$ cat src/rtl/imem_arb_pkg.sv
// Shared types and defaults for the instruction-memory arbiter.
//   arb_state_e : arbitration priority state (S_FPRI at reset, S_DPRI)
//   req_id_e    : identifies the requester that owns the memory port
package imem_arb_pkg;

  localparam int unsigned ADDRESS_WIDTH_DEF = 32;
  localparam int unsigned DATA_WIDTH_DEF    = 32;
  localparam int unsigned MAX_WAIT_DEF      = 4;

  typedef enum logic {
    S_FPRI = 1'b0,
    S_DPRI = 1'b1
  } arb_state_e;

  typedef enum logic {
    REQ_F = 1'b0,
    REQ_D = 1'b1
  } req_id_e;

  // Word-misaligned byte address (either of the two low bits set).
  function automatic logic is_misaligned(input logic [1:0] lsb);
    return lsb != 2'b00;
  endfunction

endpackage

$ cat src/rtl/imem_arbiter_if.sv
// Request/response and memory-side bundle of the instruction-memory arbiter.
//   slave  : arbiter view (takes requests and read data, drives grants/responses/address)
//   master : requester + memory view (the opposite directions)
interface imem_arbiter_if #(
  parameter int unsigned ADDRESS_WIDTH = 32,
  parameter int unsigned DATA_WIDTH    = 32
);

  logic                     f_req_i;
  logic [ADDRESS_WIDTH-1:0] f_addr_i;
  logic                     f_gnt_o;
  logic                     f_rvalid_o;
  logic [DATA_WIDTH-1:0]    f_rdata_o;

  logic                     d_req_i;
  logic [ADDRESS_WIDTH-1:0] d_addr_i;
  logic                     d_gnt_o;
  logic                     d_rvalid_o;
  logic [DATA_WIDTH-1:0]    d_rdata_o;
  logic                     d_err_o;

  logic [ADDRESS_WIDTH-1:0] mem_addr_o;
  logic [DATA_WIDTH-1:0]    mem_rdata_i;

  modport slave (
    input  f_req_i, f_addr_i, d_req_i, d_addr_i, mem_rdata_i,
    output f_gnt_o, f_rvalid_o, f_rdata_o,
           d_gnt_o, d_rvalid_o, d_rdata_o, d_err_o, mem_addr_o
  );

  modport master (
    output f_req_i, f_addr_i, d_req_i, d_addr_i, mem_rdata_i,
    input  f_gnt_o, f_rvalid_o, f_rdata_o,
           d_gnt_o, d_rvalid_o, d_rdata_o, d_err_o, mem_addr_o
  );

endinterface

$ cat src/rtl/imem_rsp_reg.sv
// Per-port response register: captures read data on a granted edge and
// presents it with a one-cycle rvalid pulse.
//   clk_i, rst_ni : clock, async active-low reset
//   cap_i         : grant this cycle (capture enable)
//   data_i, err_i : memory read word and error flag to capture
//   rvalid_o      : high exactly the cycle after a capture
//   rdata_o       : captured word, held while rvalid_o is low
//   err_o         : captured error flag, only meaningful with rvalid_o
module imem_rsp_reg #(
  parameter int unsigned DATA_WIDTH = 32
) (
  input  logic                  clk_i,
  input  logic                  rst_ni,
  input  logic                  cap_i,
  input  logic [DATA_WIDTH-1:0] data_i,
  input  logic                  err_i,
  output logic                  rvalid_o,
  output logic [DATA_WIDTH-1:0] rdata_o,
  output logic                  err_o
);

  always_ff @(posedge clk_i or negedge rst_ni) begin
    if (!rst_ni) begin
      rvalid_o <= 1'b0;
      rdata_o  <= '0;
      err_o    <= 1'b0;
    end else begin
      rvalid_o <= cap_i;
      err_o    <= cap_i & err_i;
      if (cap_i) begin
        rdata_o <= data_i;
      end
    end
  end

endmodule

$ cat src/rtl/imem_arbiter.sv
// Arbitrates the single instruction-memory read port between fetch and the
// data-side load port. Fetch has priority until the data port has been refused
// MAX_WAIT cycles in a row, after which the data port wins one grant.
//   clk_i, rst_ni : clock, async active-low reset
//   bus (slave)   : fetch/data request-response channels and memory port
module imem_arbiter
  import imem_arb_pkg::*;
#(
  parameter int unsigned ADDRESS_WIDTH = ADDRESS_WIDTH_DEF,
  parameter int unsigned DATA_WIDTH    = DATA_WIDTH_DEF,
  parameter int unsigned MAX_WAIT      = MAX_WAIT_DEF
) (
  input  logic           clk_i,
  input  logic           rst_ni,
  imem_arbiter_if.slave  bus
);

  localparam int unsigned WAIT_W = $clog2(MAX_WAIT + 1);

  arb_state_e        state_q, state_d;
  logic [WAIT_W-1:0] wait_q, wait_d;
  logic              f_gnt, d_gnt;
  req_id_e           owner;
  logic [ADDRESS_WIDTH-1:0] mem_addr;
  logic              f_err_unused;

  // State and starvation counter registers
  always_ff @(posedge clk_i or negedge rst_ni) begin
    if (!rst_ni) begin
      state_q <= S_FPRI;
      wait_q  <= '0;
    end else begin
      state_q <= state_d;
      wait_q  <= wait_d;
    end
  end

  // Grant decode, priority transitions and wait counting
  always_comb begin
    state_d = state_q;
    f_gnt   = 1'b0;
    d_gnt   = 1'b0;
    wait_d  = '0;
    case (state_q)
      S_FPRI: begin
        f_gnt = bus.f_req_i;
        d_gnt = bus.d_req_i & ~bus.f_req_i;
        if (bus.d_req_i && !d_gnt && wait_q == WAIT_W'(MAX_WAIT - 1)) begin
          state_d = S_DPRI;
        end
      end
      S_DPRI: begin
        d_gnt = bus.d_req_i;
        f_gnt = bus.f_req_i & ~bus.d_req_i;
        if (d_gnt || !bus.d_req_i) begin
          state_d = S_FPRI;
        end
      end
      default: state_d = S_FPRI;
    endcase
    // Counts consecutive refusals; any grant or dropped request restarts it.
    if (bus.d_req_i && !d_gnt) begin
      wait_d = wait_q + WAIT_W'(1);
    end
  end

  // Memory address follows the current winner (fetch when idle)
  assign owner    = d_gnt ? REQ_D : REQ_F;
  assign mem_addr = (owner == REQ_D) ? bus.d_addr_i : bus.f_addr_i;

  assign bus.mem_addr_o = mem_addr;
  assign bus.f_gnt_o    = f_gnt;
  assign bus.d_gnt_o    = d_gnt;

  imem_rsp_reg #(.DATA_WIDTH(DATA_WIDTH)) u_f_rsp (
    .clk_i    (clk_i),
    .rst_ni   (rst_ni),
    .cap_i    (f_gnt),
    .data_i   (bus.mem_rdata_i),
    .err_i    (1'b0),
    .rvalid_o (bus.f_rvalid_o),
    .rdata_o  (bus.f_rdata_o),
    .err_o    (f_err_unused)
  );

  imem_rsp_reg #(.DATA_WIDTH(DATA_WIDTH)) u_d_rsp (
    .clk_i    (clk_i),
    .rst_ni   (rst_ni),
    .cap_i    (d_gnt),
    .data_i   (bus.mem_rdata_i),
    .err_i    (is_misaligned(bus.d_addr_i[1:0])),
    .rvalid_o (bus.d_rvalid_o),
    .rdata_o  (bus.d_rdata_o),
    .err_o    (bus.d_err_o)
  );

endmodule

$ cat src/flat_wrapper.sv
// flat-port wrapper written by rule: the top's interface ports become plain ports
module imem_arbiter_flat import imem_arb_pkg::*;
#(
  parameter int unsigned ADDRESS_WIDTH = ADDRESS_WIDTH_DEF,
  parameter int unsigned DATA_WIDTH    = DATA_WIDTH_DEF,
  parameter int unsigned MAX_WAIT      = MAX_WAIT_DEF
)
  (clk_i, rst_ni, bus_f_req_i, bus_f_addr_i, bus_d_req_i, bus_d_addr_i, bus_mem_rdata_i, bus_f_gnt_o, bus_f_rvalid_o, bus_f_rdata_o, bus_d_gnt_o, bus_d_rvalid_o, bus_d_rdata_o, bus_d_err_o, bus_mem_addr_o);
  imem_arbiter_if #(.ADDRESS_WIDTH(ADDRESS_WIDTH), .DATA_WIDTH(DATA_WIDTH)) bus_i ();
  input  logic clk_i;
  input  logic rst_ni;
  input wire logic [$bits(bus_i.f_req_i)-1:0] bus_f_req_i;
  input wire logic [$bits(bus_i.f_addr_i)-1:0] bus_f_addr_i;
  input wire logic [$bits(bus_i.d_req_i)-1:0] bus_d_req_i;
  input wire logic [$bits(bus_i.d_addr_i)-1:0] bus_d_addr_i;
  input wire logic [$bits(bus_i.mem_rdata_i)-1:0] bus_mem_rdata_i;
  output wire logic [$bits(bus_i.f_gnt_o)-1:0] bus_f_gnt_o;
  output wire logic [$bits(bus_i.f_rvalid_o)-1:0] bus_f_rvalid_o;
  output wire logic [$bits(bus_i.f_rdata_o)-1:0] bus_f_rdata_o;
  output wire logic [$bits(bus_i.d_gnt_o)-1:0] bus_d_gnt_o;
  output wire logic [$bits(bus_i.d_rvalid_o)-1:0] bus_d_rvalid_o;
  output wire logic [$bits(bus_i.d_rdata_o)-1:0] bus_d_rdata_o;
  output wire logic [$bits(bus_i.d_err_o)-1:0] bus_d_err_o;
  output wire logic [$bits(bus_i.mem_addr_o)-1:0] bus_mem_addr_o;
  assign bus_i.f_req_i = bus_f_req_i;
  assign bus_i.f_addr_i = bus_f_addr_i;
  assign bus_i.d_req_i = bus_d_req_i;
  assign bus_i.d_addr_i = bus_d_addr_i;
  assign bus_i.mem_rdata_i = bus_mem_rdata_i;
  assign bus_f_gnt_o = bus_i.f_gnt_o;
  assign bus_f_rvalid_o = bus_i.f_rvalid_o;
  assign bus_f_rdata_o = bus_i.f_rdata_o;
  assign bus_d_gnt_o = bus_i.d_gnt_o;
  assign bus_d_rvalid_o = bus_i.d_rvalid_o;
  assign bus_d_rdata_o = bus_i.d_rdata_o;
  assign bus_d_err_o = bus_i.d_err_o;
  assign bus_mem_addr_o = bus_i.mem_addr_o;
  imem_arbiter #(.ADDRESS_WIDTH(ADDRESS_WIDTH), .DATA_WIDTH(DATA_WIDTH), .MAX_WAIT(MAX_WAIT)) u_core (.clk_i(clk_i), .rst_ni(rst_ni), .bus(bus_i));
endmodule
$ cat config.mk
export PLATFORM = sky130hd
export DESIGN_NAME = imem_arbiter_flat
export DESIGN_NICKNAME = d
export VERILOG_FILES = /design/src/rtl/imem_arb_pkg.sv /design/src/rtl/imem_arbiter_if.sv /design/src/rtl/imem_rsp_reg.sv /design/src/rtl/imem_arbiter.sv /design/src/flat_wrapper.sv
export SDC_FILE = /design/constraint.sdc
export NUM_CORES = 1
export LEC_CHECK = 0
export CAP_MARGIN = 20
export CELL_PAD_IN_SITES_DETAIL_PLACEMENT = 0
export CELL_PAD_IN_SITES_GLOBAL_PLACEMENT = 2
export CORE_MARGIN = 5
export CORE_UTILIZATION = 24
export CTS_CLUSTER_SIZE = 8
export DETAILED_ROUTE_END_ITERATION = 6
export PLACE_DENSITY = 0.93
export SLEW_MARGIN = 5
export SYNTH_ARGS = -nofsm -noshare
export SYNTH_HDL_FRONTEND = slang
export SYNTH_SLANG_ARGS = --single-unit
$ cat constraint.sdc
create_clock -name clk_i -period 3.5 [get_ports clk_i]
set_input_delay 0.7 -clock clk_i [delete_from_list [all_inputs] [get_ports clk_i]]
set_output_delay 0.7 -clock clk_i [all_outputs]
set_load 0.1 [all_outputs]
-- Yosys cells after proc, flatten, opt, wreduce, memory -nomap -nowiden
Index checks and enable logic that the tools add are counted.
Widths: inputs -> output; s select.
- logic and storage cells: 28
- flip-flop bits (word level): 71
- output and inout port bits: 101
- multiplexer cells: 7
- reduce and logical (&&, ||, !) cells: 6
- bitwise gates (word level): 6
- equal/unequal tests: 1
- add/sub/neg operators: 1
- operators by type and width (cell ; count):
    $mux 32 ; 1
    $pmux 1 s2 ; 3
    $add 3x1->3 const B ; 1
    $and 1x1->1 ; 3
    $eq 3x2->1 const B ; 1
    $logic_and 1x1->1 ; 3
    $mux 3 ; 1
    $not 1->1 ; 3
    $logic_not 1->1 ; 2
    $mux 1 ; 2
    $reduce_bool 2->1 ; 1

-- Longest topological paths before layout
- word-level depth: 7
- depth in mapped cells: 5
- depth with buffers taken out: 3

-- Modules after synthesis
From an unflattened synthesis, not the netlist that was laid out.
- cell total of the unflattened synthesis: 197
- area, all modules: 3507.1 µm²
- by module, submodules not included (module ; area an instance (µm²) ; instances ; cells an instance ; seq. area each (µm²)):
    imem_rsp_reg ; 1397.6 ; 2 ; 71 ; 850.8
    imem_arbiter ; 711.9 ; 1 ; 55 ; 100.1

-- Worst setup path before layout
OpenSTA, ideal clock, no wires.
- path kind: input -> output
- start: in bus_f_req_i
- end: out bus_d_gnt_o
- required time: 2800 ps
- arrival time: 1702 ps
- setup slack: 1098 ps
- stages on the path: 5
- cells stage by stage: inv_2 o21ai_2 buf_6 buf_6 inv_1
- longest elaborated chain between the ends: 3
- ends and longest elaborated chain (what ; line ; RTL):
    start: declaration ; flat_wrapper.sv:12 ; input wire logic [$bits(bus_i.f_req_i)-1:0] bus_f_req_i;
    $not 1->1 ; imem_arbiter.sv:47 ; d_gnt = bus.d_req_i & ~bus.f_req_i;
    $and 1x1->1 ; imem_arbiter.sv:47 ;
    $pmux 1 s2 ; imem_arbiter.sv:44 ; case (state_q)
    end: declaration ; flat_wrapper.sv:20 ; output wire logic [$bits(bus_i.d_gnt_o)-1:0] bus_d_gnt_o;
Every way passes these cells.

-- Worst setup path in the final report
- start: in bus_f_req_i
- end: out bus_mem_addr_o[29]
- longest elaborated chain between the ends: 5
- ends and longest elaborated chain (what ; line ; RTL):
    $not 1->1 ; imem_arbiter.sv:47 ;
    $and 1x1->1 ; imem_arbiter.sv:47 ;
    $pmux 1 s2 ; imem_arbiter.sv:44 ;
    $mux 1 ; imem_arbiter.sv:68 ; assign owner = d_gnt ? REQ_D : REQ_F;
    $mux 32 ; imem_arbiter.sv:69 ; assign mem_addr = (owner == REQ_D) ? bus.d_addr_i : bus.f_addr_i;
    end: declaration ; flat_wrapper.sv:24 ; output wire logic [$bits(bus_i.mem_addr_o)-1:0] bus_mem_addr_o;
Every way passes these cells.

==> summary.md <==
| Metric | Value |
|---|---|
| Status | `finished clean` |
| Die ar. | `between 0.015 and 0.02 sq mm` |
| Final setup vio count | `0` |
| Power per Cell Area | `575.1 mW/mm^2` |
| Post-CTS setup buffer count | `0` |
| Netlist cell types | `15` |
| Slew Limit Fails | `0` |
| RSZ-0062 raised after global routing | `no` |
| Final wirelength | `9.653 mm` |
| Post-CTS Hold Fix Bufs | `0` |
| Grt ovf | `0` |
| First-pass GRT wire length | `between 15 and 20 mm` |
| Asr flop ratio synth | `100.0%` |
| Synth warnings | `0` |
| Count leader, synth | `dfrtp_1` |
| Hold depth | `1` |
| Routed vias | `roughly 2,400` |
| TritonCTS clock tree | `done` |
| Final instance area | `0.006005 sq mm` |
| Skew final | `approximately 8 ps` |
| Post-synth EDFFs | `0` |
| Fin cells | `580` |
| Avg Cell Area, Syn | `16.54 sq um` |
| Initial Utilization | `24.30%` |
| Final period util | `84.42%` |
| Area grow syn2layout | `88.12%` |
| Placed wire-length estimate | `7.655 mm` |
| Synthesis-stage register bit count | `71` |
| Clk_lat worst skew | `320 ps` |
| Leading area contributor after synthesis | `dfrtp_1` |
| Tmin final | `2955 ps` |
| CP max FO | `38` |
| NumNets Final | `501` |
| Data arrival time of the critical path | `2250 ps` |
| Largest net degree at the start of global routing | `72` |
| Inserted Clock Buffers | `9` |
| Relative slew slack | `32.61%` |
| Htree depth | `3` |
| Drt pass-1 iters | `4` |
| # resized after CTS | `0` |
| Total negative slack | `0 ps` |
| Register area | `0.001777 sq mm` |
| Sink Count | `71` |
| Worst R2R Path Depth | `4` |
| Prevailing post-synth register cell | `dfrtp_1` |
| Final GP Congestion | `0.8724` |
| Sequential share of the synthesized area | `55.66%` |
| Core area | `about 0.013 sq mm` |
| Number of fillers in the final layout | `1,171` |
| Cells after DPL | `564` |
| Worst-Margin Slew | `1008 ps` |
| Max-Cap Viols | `0` |
| Die X | `125.3 um` |
| Total GRT Usage | `between 10 and 15%` |
| Antenna violations before repair | `0` |
| ANT nets after route | `0` |
| Layout cells sized above 1 | `37.62%` |
| Pleak | `around 2.6 nW` |
| Final Util | `45.70%` |
| WL/cell | `16.64 um` |
| # IOs | `around 200` |
| Clock transition at the registers of the reported paths | `60 ps` |
| Worst setup SP type | `input pin` |
| Fin. Hold Viols | `0` |
| Dominant cells by area after synthesis | `dfrtp_1 (56%), mux2_2 (20%), mux2_4 (18%), buf_6 (2.5%), ha_1 (0.78%)` |
| Vias per cell | `4.095` |
| Area of the mapped netlist | `0.003192 sq mm` |
| Initial DRC count | `73` |
| Row count | `42` |
| Synth cell count leaders | `dfrtp_1 (71), mux2_2 (58), mux2_4 (38)` |
| Max Fclk | `0.3384 GHz` |
| CTS Root Cell | `clkbuf_16` |
| Peak VDD IR | `335.8 uV` |
| Pre-CTS WS | `550.2 ps` |
| Longest Clk Path Bufs | `2` |
| Synth Instances | `just under 200` |
| Final WS setup | `545.2 ps` |
| Buffers on Ports | `200` |
| Area of placed instances | `0.005720 sq mm` |
| Synth top area share | `55.66%` |
| Vias in the first global route | `between 2,000 and 3,000` |
| Critical Path End Type | `output port` |
| ANT cells | `0` |
| Worst EP required | `2800 ps` |
| Multi-input gate area | `~0.0013 sq mm` |
| Die H | `125.3 um` |
| Worst min-delay path category | `reg2reg` |
| Syn Nets | `between 200 and 300` |
| Post-route DRC violation count | `0` |
| Crit path kind | `in2out` |
==> layer usage <==
metal	global-route usage [%]	routed length (um)	up-vias
li1	-	-	1094
met1	14.13	3871	1142
met2	20.22	4674	134
met3	6.311	1070	5
met4	3.061	38	0
met5	0	0	-
==> sequential cells by signal, summed over array words and instances, names as in the netlist <==
name and flops:
u_core.u_f_rsp.rvalid_o 1, u_core.u_d_rsp.err_o 1, u_core.state_q 1, u_core.u_f_rsp.rdata_o 32, u_core.u_d_rsp.rvalid_o 1, u_core.u_d_rsp.rdata_o 32, u_core.wait_q 3
==> placed cells by master (no fill, tap or decap), drive strengths merged <==
master,instances
buf,40
inv,3
o21ai,1
and2,2
bufinv,1
clkinv,2
ha,2
mux2,96
nand2,1
a21oi,1
clkdlybuf4s50,165
clkbuf,13
dfrtp,71
nor2,5
or2,1
==> area by class of cell <==
| type | count | area share [%] |
|---|---|---|
| tap | 176 | 3.667 |
| clock inverter | 3 | 0.7293 |
| timing repair buffer | 205 | 39.80 |
| inverter | 3 | 0.1875 |
| multi-input combinational | 109 | 22.03 |
| clock buffer | 13 | 4.001 |
| sequential | 71 | 29.59 |
==> kinds of logic (layout without fill, tap and decap cells) <==
family	count (synthesis)	in the layout	share of synthesized area (%)
AND/OR/NAND/NOR	9	9	1.294
multiplexers	96	96	38.34
buffers and inverters	13	224	3.371
flip-flops	71	71	55.66
adder cells (fa/ha/maj)	2	2	0.7839
AO/OA/AOI/OAI	2	2	0.5489
==> report_power, final <==
part	switching [mW]	internal [mW]
sequential	0.0481	0.917
clock	0.326	0.553
combinational	1.11	0.499
total	1.48	1.97
==> through the flow <==
step / hold WS, ps / power, mW
floorplan: 404.4 / 2.087
global placement: 416.5 / 2.585
detailed placement: 430.2 / 2.601
CTS: 437.8 / 3.508
global route: 452.0 / 3.583
finish: 435.7 / 3.453
==> worst paths after layout <==
kind / slack [ps] / end / startpoint
worst max-delay path: 550 / bus_mem_addr_o[29] / bus_f_req_i
worst min-delay path: 440 / u_core.wait_q[0]$_DFF_PN0_ / u_core.wait_q[0]$_DFF_PN0_
worst max register to register: 1770 / u_core.u_d_rsp.rdata_o[0]$_DFFE_PN0P_ / u_core.state_q$_DFF_PN0_
worst min register to register: 440 / u_core.wait_q[0]$_DFF_PN0_ / u_core.wait_q[0]$_DFF_PN0_
max in group asynchronous: 2440 / u_core.u_d_rsp.rdata_o[10]$_DFFE_PN0P_ / rst_ni
min in group asynchronous: 500 / u_core.u_d_rsp.rdata_o[26]$_DFFE_PN0P_ / rst_ni
==> worst max-delay path, stage by stage <==
cell and delay (ps):
clkdlybuf4s50_1 490, inv_2 70, o21ai_4 150, buf_12 260, mux2_4 350, buf_12 170
(Power assumes the default switching activity.)
